<file path="src/rtl/rr_arb_mux.sv">
// rr_arb_mux: N-channel valid/ready arbiter feeding one registered output stage.
// MODE 0 rotates priority from the last accepted channel; MODE 1 is fixed
// priority with channel 0 highest.
module rr_arb_mux #(
    parameter int WIDTH = 64,
    parameter int N     = 4,
    parameter int MODE  = 0,
    localparam int SW   = (N > 2) ? $clog2(N) : 1
) (
    input  logic               clk,
    input  logic               reset,
    input  logic [N-1:0]       in_valid,
    input  logic [N*WIDTH-1:0] in_data,
    output logic [N-1:0]       in_ready,
    output logic               out_valid,
    input  logic               out_ready,
    output logic [WIDTH-1:0]   out_data,
    output logic [SW-1:0]      out_sel
);

    logic [SW-1:0]    last;
    logic [SW-1:0]    start;
    logic [SW-1:0]    win;
    logic [N-1:0]     grant;
    logic [WIDTH-1:0] sel_data;
    logic             can_load;
    logic             load;
    int unsigned      idx;

    assign can_load = ~out_valid | out_ready;
    assign in_ready = (reset || !can_load) ? '0 : grant;
    assign load     = |(in_valid & in_ready);

    // Fixed priority reuses the rotating scan with the start pinned at N-1,
    // so the scan always begins at channel 0.
    assign start = (MODE == 1) ? SW'(N - 1) : last;

    // Scan start+1, start+2, ... modulo N; first requester found wins.
    always_comb begin
        grant = '0;
        win   = '0;
        idx   = 0;
        for (int unsigned k = 1; k <= N; k++) begin
            idx = (32'(start) + k) % N;
            if (grant == '0 && in_valid[idx[SW-1:0]]) begin
                grant[idx[SW-1:0]] = 1'b1;
                win                = idx[SW-1:0];
            end
        end
    end

    // Select the granted channel's data for the output register.
    always_comb begin
        sel_data = '0;
        for (int unsigned i = 0; i < N; i++) begin
            if (grant[i]) begin
                sel_data = in_data[i*WIDTH +: WIDTH];
            end
        end
    end

    // Output stage and last-winner register; load on accept, drain on handshake.
    always_ff @(posedge clk or posedge reset) begin
        if (reset) begin
            out_valid <= 1'b0;
            out_data  <= '0;
            out_sel   <= '0;
            last      <= SW'(N - 1);
        end else if (load) begin
            out_valid <= 1'b1;
            out_data  <= sel_data;
            out_sel   <= win;
            last      <= win;
        end else if (out_ready) begin
            out_valid <= 1'b0;
        end
    end

endmodule

</file>
<file path="config.mk">
export PLATFORM = sky130hd
export DESIGN_NAME = rr_arb_mux
export DESIGN_NICKNAME = d
export VERILOG_FILES = /design/src/rtl/rr_arb_mux.sv
export SDC_FILE = /design/constraint.sdc
export NUM_CORES = 1
export LEC_CHECK = 0
export CELL_PAD_IN_SITES_DETAIL_PLACEMENT = 0
export CELL_PAD_IN_SITES_GLOBAL_PLACEMENT = 2
export CORE_UTILIZATION = 21
export CTS_CLUSTER_DIAMETER = 60
export DETAILED_ROUTE_END_ITERATION = 7
export GPL_ROUTABILITY_DRIVEN = 0
export GPL_TIMING_DRIVEN = 1
export PLACE_DENSITY_LB_ADDON = 0.1
export SYNTH_ARGS = -nofsm -noshare
export SYNTH_HDL_FRONTEND = slang
export SYNTH_SLANG_ARGS = --single-unit
</file>
<file path="constraint.sdc">
create_clock -name clk -period 7.05 [get_ports clk]
set_input_delay 0.705 -clock clk [delete_from_list [all_inputs] [get_ports clk]]
set_output_delay 0.705 -clock clk [all_outputs]
set_load 0.01 [all_outputs]
</file>
Word-level counts from Yosys, hierarchy flattened. Index checks and enable logic that the tools add are counted.

Register bits after elaboration: 69. Word-level logic and storage cells: 67.

$add $sub $neg: 4. Magnitude comparators: 8. Multiplexer cells: 31. Bitwise logic cells: 6. Reductions and logical operators: 14.

Operators with widths (count): $mux W64 (4); $mux W4 (5); $logic_not A4 Y1 (3); $lt A2 B3 Y1 const B (4); $or A4 B4 Y4 (3); $mux W1 (10); $bmux W1 S2 (4); $demux W1 S2 (4); $ge A2 B1 Y1 const B (4); $mux W2 (4); $logic_and A1 B1 Y1 (7); $add A2 B1 Y2 const B (2); $add A2 B2 Y2 const B (2); $and A4 B4 Y4 (1); $reduce_or A4 Y1 (1); $reduce_bool A2 Y1 (1); $logic_not A1 Y1 (1); $logic_or A1 B1 Y1 (1); $not A1 Y1 (1); $or A1 B1 Y1 (1).

Logic depth before layout (Yosys ltp). Gate-level depths: netlist of run 1.

Word-level depth: 19. Depth in mapped cells: 14. Mapped depth without buffers: 10.

Worst setup path before layout of run 1. No wires, ideal clock.

Path type: flip-flop to output port. Start point: register last[0]. End point: output port in_ready[3]. Data arrival time: 3273 ps. Slack: 3072 ps. Cell stages (with the launch flop): 13. Path buffers: 4. Cell sequence: dfstp_2 -> buf_6 -> inv_1 -> ha_1 -> or4_1 -> a21boi_4 -> a21oi_2 -> nor4b_2 -> or2_1 -> buf_2 -> buf_2 -> clkbuf_1 -> nor2b_1.

Cells in the longest elaborated chain, start to end: 16. Elaborated cells between the ends (all ways): 46. Classes of those cells: 4 x add/sub; 8 x order compare; 21 x mux; 3 x bitwise; 10 x reduce/logical.

RTL lines: from (decl) (RTL line 21) `logic [SW-1:0] last;`; from (signal assigned) (RTL line 68) `last <= SW'(N - 1);`; from (signal assigned) (RTL line 73) `last <= win;`; $add A2 B1 Y2 (RTL line 44) `idx = (32'(start) + k) % N;`; $lt A2 B3 Y1 (not written as such) / $ge A2 B1 Y1 (equally long branches) (RTL line 46) `grant[idx[SW-1:0]] = 1'b1;`; $logic_and A1 B1 Y1 (not written as such) (RTL line 46); $mux W1 (not written as such) (RTL line 46); $demux W1 S2 (RTL line 46); $mux W4 (RTL line 45) `if (grant == '0 && in_valid[idx[SW-1:0]]) begin`; $logic_not A4 Y1 (RTL line 45); $logic_and A1 B1 Y1 (RTL line 45); $mux W4 (RTL line 45); $logic_not A4 Y1 (RTL line 45); $logic_and A1 B1 Y1 (RTL line 45); $mux W4 (RTL line 45); $logic_not A4 Y1 (RTL line 45); $logic_and A1 B1 Y1 (RTL line 45); $mux W4 (*) (RTL line 45); $mux W4 (*) (RTL line 31) `assign in_ready = (reset || !can_load) ? '0 : grant;`; to (decl) (RTL line 14) `output logic [N-1:0] in_ready,`.

Every way passes the cells marked *; elsewhere a longest branch is shown, timed or not. The select of a mux whose other input is x is not followed.

Worst setup path in the final report of run 1. Same ends and word-level chain as after synthesis.

==> metrics, run 1 <==
status=finished clean; vias in the first global route=5212; Seq/Total Area, Yosys=0.3548; fin nets=1049; # hold bufs at CTS=0; CP Cell Sequence=inv_1 -> ha_1 -> mux4_2 -> a21boi_4 -> a21oi_2 -> nor4b_2 -> or2_2 -> nor2b_1 -> clkdlybuf4s50_1; CP max-delay cell=dfstp_2; Syn-to-layout area delta=79.26%; critical-path maximum fanout=31; Synth warnings=0; Hold Vio Cnt, Final=0; Buf/Inv on CP=2; Mean Syn Cell Area=10.39 sq um; Post CTS Setup Buffer Count=0; max-cap viol count=0; fraction of registers with async set/reset=1.000; syn nets=740; number of enable flip-flop cells after synthesis=0; Synth Cell Area=4873 sq um; Worst path max stage delay=0.72 ns; post-synthesis cell type count=49; grt ovf=0; minimum clock period=5.344 ns; GR Util All Layers=0.1708; Initial DRC Count=258; HPWL Detailed=15.55 mm; pin count of the biggest net entering global routing=76; Cells after Synth=469; CTS resizes=0; most frequent cells in the layout=333 x clkdlybuf4s50_1, 73 x nor2_1, 67 x dfrtp_1; Pwr Total=0.005210 W; Slew Viols, Final=0; Power Dens Cells=596.4 nW/um^2; relative slew slack=0.3452; FMAX=187.1 MHz; total CTS buffers=9; Area after DPL=8418 sq um; Worst Path Arrival=4.64 ns; initial antenna violation count=1; worst slew pin tran=0.9822 ns; core area=22710 sq um; first-pass GRT wire length=30.93 mm; worst path required time=6.34 ns; CTS Root Cell=clkbuf_16; fin area=8736 sq um; antenna viol nets, final=0; CTS Sinks=69; clock skew=0.01021 ns; share of cells above drive strength 1=0.1584; row count=55; DRC errors left=0; Clock Latency Late Sink=0.34 ns; top_reg_cell synth=dfrtp_1; io pins=334; RSZ-0062 raised after global routing=no; fin crit share=0.7579; Crit Path Category=flop to output port; Die ar.=23820 sq um; setup violators final=0; CP Launch Type=flop; Setup TNS Final=0 ns; DRT Pass-1 Iters=4; fin worst setup slack=1.706 ns; die extent in y=154.3 um; Longest Clk Path Bufs=2; DR vias=5236; Initial Util=0.2146; Crit. End Element=output port; HP Class=flop to flop; CTS tree=done; final wirelength=20.57 mm; clock-pin slew on the worst setup and hold paths=0.06 ns; VDD IR max=0.3817 mV; WL/cell=19.25 um; H-tree depth=3; Setup Slack @ Placement=1.739 ns; Die X=154.3 um; Yosys reg bits=69; most common cell after layout, fill and taps aside=clkdlybuf4s50_1; CP delay by family, top=simple AND/OR/NAND/NOR gates; # port buffers=333; Leak=3.259 nW; routed vias/inst=4.898
[state kept, by name, summed over array words and instances, names as in the netlist]
signal     cells
last           2
out_data      64
out_sel        2
out_valid      1
[metal layers]
layer,share of wire,global-route usage
met1,0.39,0.1958
met2,0.50,0.3078
met5,0,0
met3,0.089,0.04427
met4,0.019,0.05611
[Yosys cell counts, types with 2 or more instances]
| cell type | count | area, sq um |
|---|---|---|
| buf_4 | 4 | 30.03 |
| buf_6 | 7 | 78.83 |
| buf_2 | 12 | 60.06 |
| mux2i_1 | 3 | 30.03 |
| a21oi_1 | 30 | 150.1 |
| o2111ai_1 | 4 | 35.03 |
| nand3_1 | 2 | 10.01 |
| a21oi_2 | 41 | 359.1 |
| a22o_1 | 65 | 569.3 |
| o21a_1 | 3 | 22.52 |
| nand2_1 | 3 | 11.26 |
| dfstp_2 | 2 | 52.55 |
| nor2_1 | 73 | 274.0 |
| a21o_1 | 2 | 15.01 |
| mux4_2 | 3 | 67.56 |
| nor2b_1 | 3 | 18.77 |
| inv_1 | 7 | 26.28 |
| a22oi_1 | 3 | 22.52 |
| a31oi_1 | 3 | 18.77 |
| a221oi_1 | 26 | 227.7 |
| ha_1 | 8 | 100.1 |
| nor4_1 | 2 | 12.51 |
| o211ai_1 | 3 | 22.52 |
| o31ai_1 | 2 | 15.01 |
| nor3_1 | 2 | 10.01 |
| mux2_2 | 2 | 22.52 |
| a221oi_2 | 41 | 615.6 |
| clkbuf_1 | 20 | 75.07 |
| o21ai_0 | 6 | 30.03 |
| and3_1 | 2 | 12.51 |
| dfrtp_1 | 67 | 1677 |
[worst paths after layout]
| path | from | endpoint | slack, ns | cells after the start |
|---|---|---|---|---|
| max in group asynchronous | reset | out_data[26]$_DFFE_PP0P_ | 5.40 | 3 |
| min in group asynchronous | reset | out_valid$_DFFE_PP0P_ | 1.03 | 3 |
| setup reg to reg | last[0]$_DFFE_PP1P_ | out_data[20]$_DFFE_PP0P_ | 1.82 | 11 |
| hold reg to reg | out_sel[0]$_DFFE_PP0P_ | out_sel[0]$_DFFE_PP0P_ | 0.51 | 1 |
| hold / removal | out_sel[0]$_DFFE_PP0P_ | out_sel[0]$_DFFE_PP0P_ | 0.51 | 1 |
| setup / recovery | last[0]$_DFFE_PP1P_ | in_ready[3] | 1.71 | 9 |
[cell type report]
type,instances,area [sq um]
fill,2250,13970
timing repair buffer,341,3406
multi-input combinational,350,2899
sequential,69,1729
tap,285,356.6
clock buffer,10,229.0
clock inverter,6,86.33
inverter,7,27.53
antenna,1,2.502
[through the flow]
| stage | hold slack (ns) | util | cells |
|---|---|---|---|
| global placement | 0.4868 | 0.3707 | 1052 |
| global route | 0.5383 | 0.3847 | 1069 |
| CTS | 0.5181 | 0.3846 | 1068 |
| finish | 0.5074 | 0.3847 | 1069 |
| detailed placement | 0.4944 | 0.3707 | 1052 |
| floorplan | 0.5308 | - | 469 |
[worst reg2reg max path, stage by stage (launching register included)]
cell      delay [ns]
dfstp_2         0.72
inv_1           0.17
ha_1            0.45
mux4_2          0.47
a21boi_4        0.43
nand2_1         0.14
o21a_1          0.19
or2_2           0.59
nor4_4          0.65
buf_4           0.86
a221oi_2        0.31
a21oi_2         0.19
[power breakdown]
group,internal [W],total (W),switching [W]
Combinational,0.00177,0.00396,0.00219
Sequential,0.000633,0.000757,0.000124
Clock,0.000310,0.000494,0.000184
[cells by family (layout without fill, tap and decap cells)]
kind of cell,Yosys count,in the layout,synth area share
AO/OA/AOI/OAI,238,238,0.4516
adder cells (fa/ha/maj),8,8,0.02054
buffers and inverters,50,364,0.05546
flip-flops,69,69,0.3548
multiplexers,8,8,0.02465
other,0,1,0
AND/OR/NAND/NOR,96,96,0.09294
No activity file was read; power rests on OpenSTA's default activity.
==> run 2, diff against run 1 <==
--- a/config.mk
+++ b/config.mk
@@ -7,7 +7,7 @@
 export LEC_CHECK = 0
 export CELL_PAD_IN_SITES_DETAIL_PLACEMENT = 0
 export CELL_PAD_IN_SITES_GLOBAL_PLACEMENT = 2
-export CORE_UTILIZATION = 21
+export CORE_UTILIZATION = 20
 export CTS_CLUSTER_DIAMETER = 60
 export DETAILED_ROUTE_END_ITERATION = 7
 export GPL_ROUTABILITY_DRIVEN = 0
==> constraint.sdc (replaced) <==
create_clock -name clk -period 5.2 [get_ports clk]
set_input_delay 0.52 -clock clk [delete_from_list [all_inputs] [get_ports clk]]
set_output_delay 0.52 -clock clk [all_outputs]
set_load 0.01 [all_outputs]
==> metrics, run 2 (synthesis results as in run 1) <==
Area after DPL=8516 sq um (was 8418 sq um); status=finished clean (unchanged); minimum clock period=4.777 ns; clock skew=0.008740 ns (was 0.01021 ns); CP Launch Type=flop (unchanged); CTS Sinks=69 (unchanged); multi-input combinational cell area=2899 sq um (unchanged); Die ar.=25000 sq um (was 23820 sq um); Leak=3.276 nW (was 3.259 nW); routed vias/inst=4.744 (was 4.898); most frequent cells in the layout=333 x clkdlybuf4s50_1, 73 x nor2_1, 67 x dfrtp_1 (unchanged); fin worst setup slack=0.4234 ns (was 1.706 ns); max FFs per register=64 (unchanged); setup violators final=0 (unchanged); Worst Path Arrival=4.26 ns (was 4.64 ns); fin area=8815 sq um (was 8736 sq um); GR Util All Layers=0.1669 (was 0.1708); DRT Pass-1 Iters=7 (was 4); core area=23680 sq um (was 22710 sq um); Die X=158.1 um (was 154.3 um); max-cap viol count=0 (unchanged); VDD IR max=0.4632 mV (was 0.3817 mV); Initial DRC Count=186 (was 258); Worst Setup SP=last[0]$_DFFE_PP1P_ (unchanged); HP Class=flop to flop (unchanged); clock-pin slew on the worst setup and hold paths=0.06 ns (about the same); CTS tree=done (unchanged); Setup TNS Final=0 ns (unchanged); CTS Root Cell=clkbuf_16 (unchanged); WL/cell=19.30 um (was 19.25 um); most common cell after layout, fill and taps aside=clkdlybuf4s50_1 (unchanged); Hold Vio Cnt, Final=0 (unchanged); relative slew slack=0.3262 (was 0.3452); worst path required time=4.68 ns (was 6.34 ns); Clock Latency Late Sink=0.34 ns (about the same); Register Area=1729 sq um (unchanged); HPWL Detailed=16.07 mm (was 15.55 mm); first-pass GRT wire length=30.99 mm (was 30.93 mm); Largest Register=out_data (unchanged); die extent in y=158.1 um (was 154.3 um); io pins=334 (unchanged); Slew Viols, Final=0 (unchanged); Crit. End Element=output port (unchanged); Setup Slack @ Placement=0.6082 ns (was 1.739 ns); Worst R2R Start=last[0]$_DFFE_PP1P_ (unchanged); top flop regs=out_data: 64 flops, last: 2 flops, out_sel: 2 flops (unchanged); FMAX=209.4 MHz; DRC errors left=0 (unchanged); fillcell total=2437 (was 2250); Crit Path Category=flop to output port (unchanged); reg2reg setup slack=0.61 ns (was 1.82 ns); antenna viol nets, final=0 (unchanged); Hold Path Origin=out_sel[0]$_DFFE_PP0P_ (unchanged); # hold bufs at CTS=0 (unchanged); grt ovf=0 (unchanged); Longest Clk Path Bufs=2 (unchanged); Post CTS Setup Buffer Count=0 (unchanged); share of cells above drive strength 1=0.1614 (was 0.1584); Initial Util=0.2058 (was 0.2146); Syn-to-layout area delta=80.87% (was 79.26%); total CTS buffers=9 (unchanged); DR vias=5256 (was 5236); fin crit share=0.9186; CTS resizes=0 (unchanged); pin count of the biggest net entering global routing=70 (was 76); # port buffers=333 (unchanged); critical-path maximum fanout=14 (was 31); RSZ-0062 raised after global routing=no (unchanged); initial antenna violation count=2 (was 1); worst slew pin tran=1.011 ns (was 0.9822 ns); fin nets=1053 (was 1049); Power Dens Cells=806.8 nW/um^2 (was 596.4 nW/um^2); vias in the first global route=5413 (was 5212); row count=56 (was 55); final wirelength=21.38 mm (was 20.57 mm); H-tree depth=3 (unchanged)
==> run 2: worst max-delay path, stage by stage (launching register included) <==
cell,delay (ns)
dfstp_2,0.73
inv_1,0.18
ha_1,0.28
nor4_1,0.58
o211ai_1,0.25
a21bo_2,0.31
o21ai_0,0.61
a31oi_1,0.22
nor2_1,0.20
clkdlybuf4s50_1,0.56
==> run 2: layout make-up <==
cell class                 instances  area share
tap                              319     0.04528
clock buffer                      12     0.02796
antenna                            2   0.0005678
sequential                        69      0.1962
clock inverter                     4    0.005394
inverter                           7    0.003123
timing repair buffer             345      0.3926
multi-input combinational        350      0.3289
==> run 2: report_power, final <==
group / switching (W) / total, W / internal [W]
sequential: 0.000174 / 0.00103 / 0.000858
combinational: 0.00298 / 0.00544 / 0.00246
clock: 0.000254 / 0.000638 / 0.000384
==> run 2: final timing paths <==
kind,endpoint,cells after the start
setup / recovery,in_ready[1],9
hold / removal,out_sel[0]$_DFFE_PP0P_,1
setup reg to reg,out_data[26]$_DFFE_PP0P_,12
hold reg to reg,out_sel[0]$_DFFE_PP0P_,1
max in group asynchronous,out_data[9]$_DFFE_PP0P_,3
min in group asynchronous,out_data[23]$_DFFE_PP0P_,3
==> run 2: metrics by stage <==
step / total power [W] / util / cells / hold WS, ns
after floorplan: 0.004819 / - / 469 / 0.5308
after global placement: 0.006535 / 0.3596 / 1090 / 0.4861
after detailed placement: 0.006581 / 0.3596 / 1090 / 0.4845
after CTS: 0.007262 / 0.3720 / 1106 / 0.5133
after global routing: 0.007725 / 0.3721 / 1107 / 0.5316
final: 0.007112 / 0.3722 / 1108 / 0.5054
==> run 2: metal layers <==
| metal | global-route usage | routed length (um) | share of wire |
|---|---|---|---|
| met5 | 0 | 0 | 0 |
| met4 | 0.05907 | 399 | 0.019 |
| met3 | 0.05557 | 1878 | 0.088 |
| met2 | 0.2949 | 10890 | 0.51 |
| met1 | 0.1852 | 8216 | 0.38 |
